**config.mk**
```make
export PLATFORM = sky130hd
export DESIGN_NAME = rand_operand_gen
export DESIGN_NICKNAME = d
export VERILOG_FILES = /design/src/rtl/versal_arith_pkg.sv /design/src/rtl/opgen_out_reg.sv /design/src/rtl/rand_operand_gen.sv
export SDC_FILE = /design/constraint.sdc
export NUM_CORES = 1
export LEC_CHECK = 0
export CAP_MARGIN = 20
export CELL_PAD_IN_SITES_DETAIL_PLACEMENT = 1
export CELL_PAD_IN_SITES_GLOBAL_PLACEMENT = 2
export CORE_AREA = 5 5 167 169
export DETAILED_ROUTE_END_ITERATION = 8
export DIE_AREA = 0 0 172 174
export PLACE_DENSITY_LB_ADDON = 0.08
export SLEW_MARGIN = 10
export SYNTH_ARGS = -nofsm -noshare
export SYNTH_HDL_FRONTEND = slang
export SYNTH_SLANG_ARGS = --single-unit
```
**constraint.sdc**
```tcl
create_clock -name clk -period 3.1 [get_ports clk]
set_input_delay 0.62 -clock clk [delete_from_list [all_inputs] [get_ports clk]]
set_output_delay 0.62 -clock clk [all_outputs]
set_load 0.03 [all_outputs]
```
**src/rtl/versal_arith_pkg.sv**
```systemverilog
// Shared arithmetic-test package: operand generator state encoding and default widths.
package versal_arith_pkg;

  localparam int OPGEN_IN_WIDTH = 128;
  localparam int OPGEN_OP_WIDTH = 32;

  typedef enum logic [2:0] {
    ST_IDLE = 3'd0,
    ST_SEED = 3'd1,
    ST_WARM = 3'd2,
    ST_RUN  = 3'd3,
    ST_DONE = 3'd4
  } opgen_state_t;

endpackage

```
**src/rtl/opgen_out_reg.sv**
```systemverilog
// Operand output register: loads a new pair on i_load, otherwise holds; valid drops on
// an accepted handshake with no replacement load.
module opgen_out_reg
  import versal_arith_pkg::*;
#(
  parameter int OP_WIDTH = OPGEN_OP_WIDTH
) (
  input  logic                i_clk,
  input  logic                i_resetn,
  input  logic                i_load,
  input  logic                i_accept,
  input  logic [OP_WIDTH-1:0] i_a,
  input  logic [OP_WIDTH-1:0] i_b,
  output logic                o_valid,
  output logic [OP_WIDTH-1:0] o_a,
  output logic [OP_WIDTH-1:0] o_b
);

  logic                r_valid;
  logic [OP_WIDTH-1:0] r_a;
  logic [OP_WIDTH-1:0] r_b;

  always_ff @(posedge i_clk or negedge i_resetn) begin
    if (!i_resetn) begin
      r_valid <= 1'b0;
      r_a     <= '0;
      r_b     <= '0;
    end else if (i_load) begin
      r_valid <= 1'b1;
      r_a     <= i_a;
      r_b     <= i_b;
    end else if (i_accept) begin
      r_valid <= 1'b0;
    end
  end

  assign o_valid = r_valid;
  assign o_a     = r_a;
  assign o_b     = r_b;

endmodule

```
**src/rtl/rand_operand_gen.sv**
```systemverilog
// Random operand pair generator: seeds an external LFSR, then streams operand pairs from
// its state over a valid/ready handshake. Optional XOR checksum under RAND_OPGEN_CHECKSUM_EN.
module rand_operand_gen
  import versal_arith_pkg::*;
#(
  parameter int IN_WIDTH = OPGEN_IN_WIDTH,
  parameter int OP_WIDTH = OPGEN_OP_WIDTH
) (
  input  logic                clk,
  input  logic                resetn,
  input  logic                start,
  input  logic [15:0]         seed,
  input  logic [15:0]         num_vectors,
  output logic                lfsr_resetn,
  output logic [15:0]         lfsr_init,
  input  logic [IN_WIDTH-1:0] lfsr_in,
  output logic [OP_WIDTH-1:0] op_a,
  output logic [OP_WIDTH-1:0] op_b,
  output logic                op_valid,
  input  logic                op_ready,
  output logic                busy,
  output logic                done,
  output logic [OP_WIDTH-1:0] checksum
);

  opgen_state_t r_state;
  logic [15:0]  r_seed;
  logic [15:0]  r_nv;
  logic [15:0]  r_issued;
  logic         r_busy;
  logic         r_done;
  logic         r_lfsr_resetn;

  logic         w_valid;
  logic         w_hs;
  logic         w_last;
  logic         w_load;
  logic [OP_WIDTH-1:0] w_op_a;
  logic [OP_WIDTH-1:0] w_op_b;

  assign w_hs   = w_valid & op_ready;
  assign w_last = (r_issued == (r_nv - 16'd1));
  // The first pair is captured at the end of WARM, so op_valid rises on the first RUN cycle.
  assign w_load = ((r_state == ST_WARM) && (r_nv != 16'd0)) ||
                  ((r_state == ST_RUN) && (!w_valid || w_hs) && !(w_hs && w_last));

  always_ff @(posedge clk or negedge resetn) begin
    if (!resetn) begin
      r_state       <= ST_IDLE;
      r_seed        <= '0;
      r_nv          <= '0;
      r_issued      <= '0;
      r_busy        <= 1'b0;
      r_done        <= 1'b0;
      r_lfsr_resetn <= 1'b1;
    end else begin
      r_done        <= 1'b0;
      r_lfsr_resetn <= 1'b1;
      case (r_state)
        ST_IDLE: begin
          if (start) begin
            r_seed        <= seed;
            r_nv          <= num_vectors;
            r_issued      <= '0;
            r_busy        <= 1'b1;
            r_lfsr_resetn <= 1'b0;
            r_state       <= ST_SEED;
          end
        end
        ST_SEED: r_state <= ST_WARM;
        ST_WARM: begin
          if (r_nv == 16'd0) begin
            r_done  <= 1'b1;
            r_state <= ST_DONE;
          end else begin
            r_state <= ST_RUN;
          end
        end
        ST_RUN: begin
          if (w_hs) begin
            r_issued <= r_issued + 16'd1;
            if (w_last) begin
              r_done  <= 1'b1;
              r_state <= ST_DONE;
            end
          end
        end
        ST_DONE: begin
          r_busy  <= 1'b0;
          r_state <= ST_IDLE;
        end
        default: r_state <= ST_IDLE;
      endcase
    end
  end

  opgen_out_reg #(
    .OP_WIDTH(OP_WIDTH)
  ) u_out_reg (
    .i_clk    (clk),
    .i_resetn (resetn),
    .i_load   (w_load),
    .i_accept (w_hs),
    .i_a      (lfsr_in[OP_WIDTH-1:0]),
    .i_b      (lfsr_in[2*OP_WIDTH-1:OP_WIDTH]),
    .o_valid  (w_valid),
    .o_a      (w_op_a),
    .o_b      (w_op_b)
  );

  generate
    if (IN_WIDTH > 2*OP_WIDTH) begin : g_hi_bits
      logic w_unused_hi;
      assign w_unused_hi = ^lfsr_in[IN_WIDTH-1:2*OP_WIDTH];
    end
  endgenerate

`ifdef RAND_OPGEN_CHECKSUM_EN
  logic [OP_WIDTH-1:0] r_checksum;

  always_ff @(posedge clk or negedge resetn) begin
    if (!resetn) begin
      r_checksum <= '0;
    end else if ((r_state == ST_IDLE) && start) begin
      r_checksum <= '0;
    end else if (w_hs) begin
      r_checksum <= r_checksum ^ w_op_a ^ w_op_b;
    end
  end

  assign checksum = r_checksum;
`else
  assign checksum = '0;
`endif

  assign op_valid    = w_valid;
  assign op_a        = w_op_a;
  assign op_b        = w_op_b;
  assign busy        = r_busy;
  assign done        = r_done;
  assign lfsr_resetn = r_lfsr_resetn;
  assign lfsr_init   = r_seed;

endmodule

```
# --- Yosys cells after proc, flatten, opt, wreduce, memory -nomap -nowiden ---
# Cells that the tools add are included.
word_totals:
  register_bits: 119
  inputBits: 164
  out_inout_bits: 116
  elab_cells: 57
classes:
  addsub: 2
  n_eq_ne: 8
  muxes: 18
  bitwise: 1
  n_reduce_logical: 18
ops:
  columns: ["cell", "count"]
  rows:
  - ["$mux W16", 2]
  - ["$pmux W16 S2", 1]
  - ["$add A16 B1 Y16 const B", 1]
  - ["$eq A16 B16 Y1", 1]
  - ["$logic_not A16 Y1", 1]
  - ["$reduce_bool A16 Y1", 1]
  - ["$sub A16 B1 Y16 const B", 1]
  - ["$mux W3", 4]
  - ["$pmux W3 S4", 1]
  - ["$mux W1", 8]
  - ["$eq A3 B2 Y1 const B", 2]
  - ["$ne A2 B2 Y1 const B", 3]
  - ["$reduce_and A3 Y1", 2]
  - ["$reduce_bool A2 Y1", 3]
  - ["$logic_and A1 B1 Y1", 4]
  - ["$pmux W1 S2", 2]
  - ["$reduce_and A2 Y1", 2]
  - ["$eq A3 B1 Y1 const B", 1]
  - ["$eq A3 B3 Y1 const B", 1]
  - ["$logic_not A3 Y1", 1]
  - ["$logic_not A1 Y1", 2]
  - ["$logic_or A1 B1 Y1", 2]
  - ["$and A1 B1 Y1", 1]

# --- Depth between registers and ports, before layout ---
depth:
  ltp_word: 7
  depth_mapped: 10
  ltp_nobuf: 9

# --- Hierarchy ---
# Synthesis repeated with hierarchy kept, for this count alone.
unflattened:
  hier_cells: 426
  hier_area_um2: 5647.9
by_module_without_submodules:
  columns: ["module", "n_inst", "cells_per_inst", "area_per_inst_um2", "seq_area_each_um2"]
  rows:
  - ["rand_operand_gen", 1, 288, 3032.9, 1352.5]
  - ["opgen_out_reg", 1, 138, 2615.0, 1626.6]

# --- Least setup slack after synthesis ---
# Ideal clock, no wire load.
synth_timing:
  kind: "reg2reg"
  start: "register r_nv[0]"
  end: "register u_out_reg.r_a[0], in the netlist u_out_reg.o_a[0]"
  setup_ps: 125
  arrival_ps: 2989
  required_ps: 2975
  setup_slack_ps: -14
  path_stages_with_launch: 11
  path_buffers: 1
  period_less_slack_ps: 3114
  cell_sequence: "dfrtp_1 > inv_1 > ha_1 > or4b_1 > or4_1 > a211oi_1 > o22ai_1 > nor4_4 > a21oi_4 > buf_6 > mux2_4"
synth_between:
  elab_chain_cells: 6
  word_cells_on_any_way: 8
  cone_classes: "add/sub (1); eq/ne (1); reduce/logical (6)"
synth_rtl:
  columns: ["element", "line_no", "rtl"]
  rows:
  - ["start: declaration", "rand_operand_gen.sv:28", "logic [15:0] r_nv;"]
  - ["start signal: assignment", "rand_operand_gen.sv:63", "r_nv <= num_vectors;"]
  - ["$sub A16 B1 Y16", "rand_operand_gen.sv:42", "assign w_last = (r_issued == (r_nv - 16'd1));"]
  - ["$eq A16 B16 Y1", "rand_operand_gen.sv:42", null]
  - ["$logic_and A1 B1 Y1", "rand_operand_gen.sv:45", "((r_state == ST_RUN) && (!w_valid || w_hs) && !(w_hs && w_last));"]
  - ["$logic_not A1 Y1", "rand_operand_gen.sv:45", null]
  - ["$logic_and A1 B1 Y1", "rand_operand_gen.sv:45", null]
  - ["$logic_or A1 B1 Y1 (*)", "rand_operand_gen.sv:44", "assign w_load = ((r_state == ST_WARM) && (r_nv != 16'd0)) ||"]
  - ["end signal: assignment", "opgen_out_reg.sv:30", "r_a <= i_a;"]
  - ["end: declaration", "opgen_out_reg.sv:20", "logic [OP_WIDTH-1:0] r_a;"]
# Every way passes the cells marked *; elsewhere a longest branch is shown, timed or not.
# A chain may end at the register's enable or synchronous reset.

# --- Worst setup path in the final report ---
layout_timing:
  start: "register r_nv[0]"
  end: "register u_out_reg.r_b[3], in the netlist u_out_reg.o_b[3]"
layout_between:
  elab_chain_cells: 6
  word_cells_on_any_way: 8
  cone_classes: "add/sub (1); eq/ne (1); reduce/logical (6)"
layout_rtl:
  columns: ["element", "line_no", "rtl"]
  rows:
  - ["$sub A16 B1 Y16", "rand_operand_gen.sv:42", null]
  - ["$eq A16 B16 Y1", "rand_operand_gen.sv:42", null]
  - ["$logic_and A1 B1 Y1", "rand_operand_gen.sv:45", null]
  - ["$logic_not A1 Y1", "rand_operand_gen.sv:45", null]
  - ["$logic_and A1 B1 Y1", "rand_operand_gen.sv:45", null]
  - ["$logic_or A1 B1 Y1 (*)", "rand_operand_gen.sv:44", null]
  - ["end signal: assignment", "opgen_out_reg.sv:31", "r_b <= i_b;"]
  - ["end: declaration", "opgen_out_reg.sv:21", "logic [OP_WIDTH-1:0] r_b;"]
# Marked as above.

==> out/qor.yml <==
outcome: "complete, but fails checks"
violations: "negative setup slack"
path_class: "reg -> reg"
cts_htree_levels: 4
die_area_mm2: 0.02993
design_area_mm2: 0.008770
syn-mean-instance-area_um2: 13.10
clock_sinks: 119
holdBufCountCts: 0
vias_per_cell: 4.111
finalWirelength_um: 17260
p_int_mw: 5.982
synth_edf_count: 0
dp_cells: 979
drc: 0
p_per_area_mw_per_mm2: 1125
chipHeight_um: 174
hp-class: "in -> async"
path_buf_inv: 4
reg2regPathDepth: 12
finalSetupViolCount: 1
rsz0062_at_grt: "yes"
crit_slowest_cell: "or4b_4"
crit_top_cell: "buf_12"
antenna_found_initial: 2
ioPinCount: 280
vias: 4185
drive_gt1_share_pct: 27.47
grt_pass1_wl_um: 27700
timing.hold.ws_ns: 0.1888
port_buffers: 183
synth_cell_types: 48
max_stage_delay_ns: 0.49
cts_tree: "yes"
synth_top_flop_cell: "dfrtp_1"
path_clk_slew_ns: 0.06
yosys-top-cells-count: "118 x dfrtp_1, 60 x mux2_4, 32 x buf_4, 32 x mux2_2, 20 x nor2_1"
switching_share_pct: 39.35
endpoint_kind: "flop"
hold_viol_final: 0
initial_utilization_pct: 21.51
place_area_mm2: 0.008085
synthToLayoutAreaGrowth_pct: 54.28
startpoint_type: "flop"
drt_iter0_drc: 119
r2r-start: "r_nv[0]"
globalplace.congestion: 0.7052
min_period_ns: 3.101
ir_drop_uv: 453.1
syn_inst: 434
power_frac_comb_pct: 52.7
yosysWarnings: 0
wire_per_inst_um: 16.95
path_delay_family: "simple AND/OR/NAND/NOR gates"
p_leak_nw: 3.810
critPathMaxFanout: 11
finalMaxSlewViolations: 0
r2r_setup_slack_ns: -0.001
root_buffer: "clkbuf_16"
synth-seq-area-share_pct: 52.41
tightest_slew_ns: 0.5697
ctsLongestPathBuffers: 2
nets: 830
maxCapViolations: 0
insertedDiodeCount: 0
skew_ns: 0.01645
netlist_area_mm2: 0.005684
path_cells: "inv_2, ha_4, or4b_4, buf_6, nor3_4, xnor2_2, a2111o_1, nor4_4, a21oi_4, buf_12, buf_12, mux2_4"
placementRows: 60
stdcell_count: 1018
crit_required_ns: 3.40
fmax_ghz: 0.3225
ant_nets: 0
synth.area.top_cells: "dfrtp_1 52%, mux2_4 16%, mux2_2 6.3%"
ys_ff_latch: 119
grt_overflow: 0
synth_top_area_share_pct: 51.95
grt_pass1_vias: 4821
relSlewSlack_pct: 61.94
finalCritPeriodShare_pct: 100.0
core_area_mm2: 0.02643
async_flop_share_pct: 100.0
synth_most_common_cell: "dfrtp_1"
setup_slack_ns: -0.001076
chipWidth_um: 172
r2r_end: "u_out_reg.o_b[3]"
cts_buffers: 17
drt_first_pass_iters: 4
p_sw_mw: 3.881
clock_power_share_pct: 19.6
seqPwrFrac_pct: 27.7
grt_max_degree: 54
clk_latency_ns: 0.42
arrival_ns: 3.40
track_usage_pct: 11.87
synth_area_leader_cell: "dfrtp_1"
dp_hpwl_um: 12940
sequential cells by signal, indices dropped and copies added (netlist names):
signal / count
r_state: 3
busy: 1
r_issued: 16
u_out_reg.o_a: 32
u_out_reg.o_valid: 1
lfsr_resetn: 1
r_nv: 16
u_out_reg.o_b: 32
done: 1
lfsr_init: 16
layer usage:
| layer | up-vias | track usage [%] | part of all wire, % |
|---|---|---|---|
| met3 | 14 | 7.278 | 12 |
| met4 | 4 | 2.555 | 0.78 |
| met1 | 2095 | 14.10 | 40 |
| met5 | - | 0 | 0.16 |
| li1 | 1939 | - | - |
| met2 | 133 | 18.37 | 47 |
worst max-delay path by stage:
stage,startpoint,end,slack (ns),cells past startpoint
5_1_grt,r_nv[1],u_out_reg.o_b[3],-0.13,12
2_1_floorplan,r_nv[0],u_out_reg.o_a[0],0.008,10
3_5_place_dp,r_nv[1],u_out_reg.o_b[6],-0.16,10
6_report,r_nv[0],u_out_reg.o_b[3],-0.001,12
3_3_place_gp,r_nv[1],u_out_reg.o_a[17],-0.15,10
4_1_cts,r_nv[1],u_out_reg.o_b[3],-0.04,12
area by class of cell:
cell class	count	area, um2
clock buffer	18	429.2
clock inverter	14	140.1
fill	2873	17660
inverter	10	37.54
multi-input combinational	290	2514
sequential	119	2979
tap	341	426.7
timing repair buffer	226	2243
worst reg2reg max path, cell delays in order (launching register included):
cell and delay, ns:
dfrtp_1 0.39, inv_2 0.08, ha_4 0.12, or4b_4 0.49
buf_6 0.16, nor3_4 0.15, xnor2_2 0.10, a2111o_1 0.34
nor4_4 0.40, a21oi_4 0.16, buf_12 0.16, buf_12 0.14
mux2_4 0.30
power by group through the flow:
| stage | sequential (mW) | clock [mW] | combinational (mW) |
|---|---|---|---|
| floorplan | 3.79 | 0 | 2.06 |
| global placement | 2.72 | 0 | 5.12 |
| detailed placement | 2.74 | 0 | 5.15 |
| CTS | 2.75 | 2.02 | 5.29 |
| global route | 2.84 | 2.09 | 5.53 |
| finish | 2.73 | 1.94 | 5.20 |
metrics by stage:
stage	setup TNS (ns)	power, mW	utilization [%]	setup slack [ns]
after floorplan	0	5.850	-	0.007987
after global placement	-8.401	7.845	30.60	-0.1541
after detailed placement	-8.229	7.888	30.60	-0.1567
after CTS	-0.5304	10.05	33.15	-0.03679
after global routing	-4.305	10.45	33.19	-0.1333
final	-0.001076	9.863	33.19	-0.001076
logic make-up (layout without fill, tap and decap cells):
logic type	count (synthesis)	count (layout)	share of synthesized area [%]
AO/OA/AOI/OAI	39	39	4.689
XOR/XNOR	26	26	4.006
adder cells (fa/ha/maj)	2	2	0.4402
buffers and inverters	56	268	6.625
flip-flops	119	119	52.41
multiplexers	94	94	22.54
other	1	32	0.06597
AND/OR/NAND/NOR	97	97	9.223
timing repair:
action	in CTS	in global routing
endpoints found under the setup margin	64	64
pin swaps	4	1
gates resized for setup	10	1
buffers inserted	6	1
cell usage in the layout, fill, tap and decap left out, types with 3 or more instances in the layout:
master	netlist	final
nand2b_1	3	3
nor3b_1	3	3
clkdlybuf4s50_1	0	182
nor4_1	7	7
a21oi_1	10	10
nand4_1	11	11
xnor2_1	10	9
xor2_1	16	16
nand2_1	19	18
mux2_2	32	32
conb_1	1	32
dfrtp_1	118	118
nor2b_1	3	3
inv_1	10	8
buf_12	0	7
or3_1	4	4
buf_4	32	36
clkbuf_16	0	17
clkinv_4	0	4
nor2_1	20	19
inv_6	0	4
nor3_1	8	7
nand3_1	7	7
o21ai_0	11	11
mux2_4	60	60
Power figures use the tool's default switching activity.
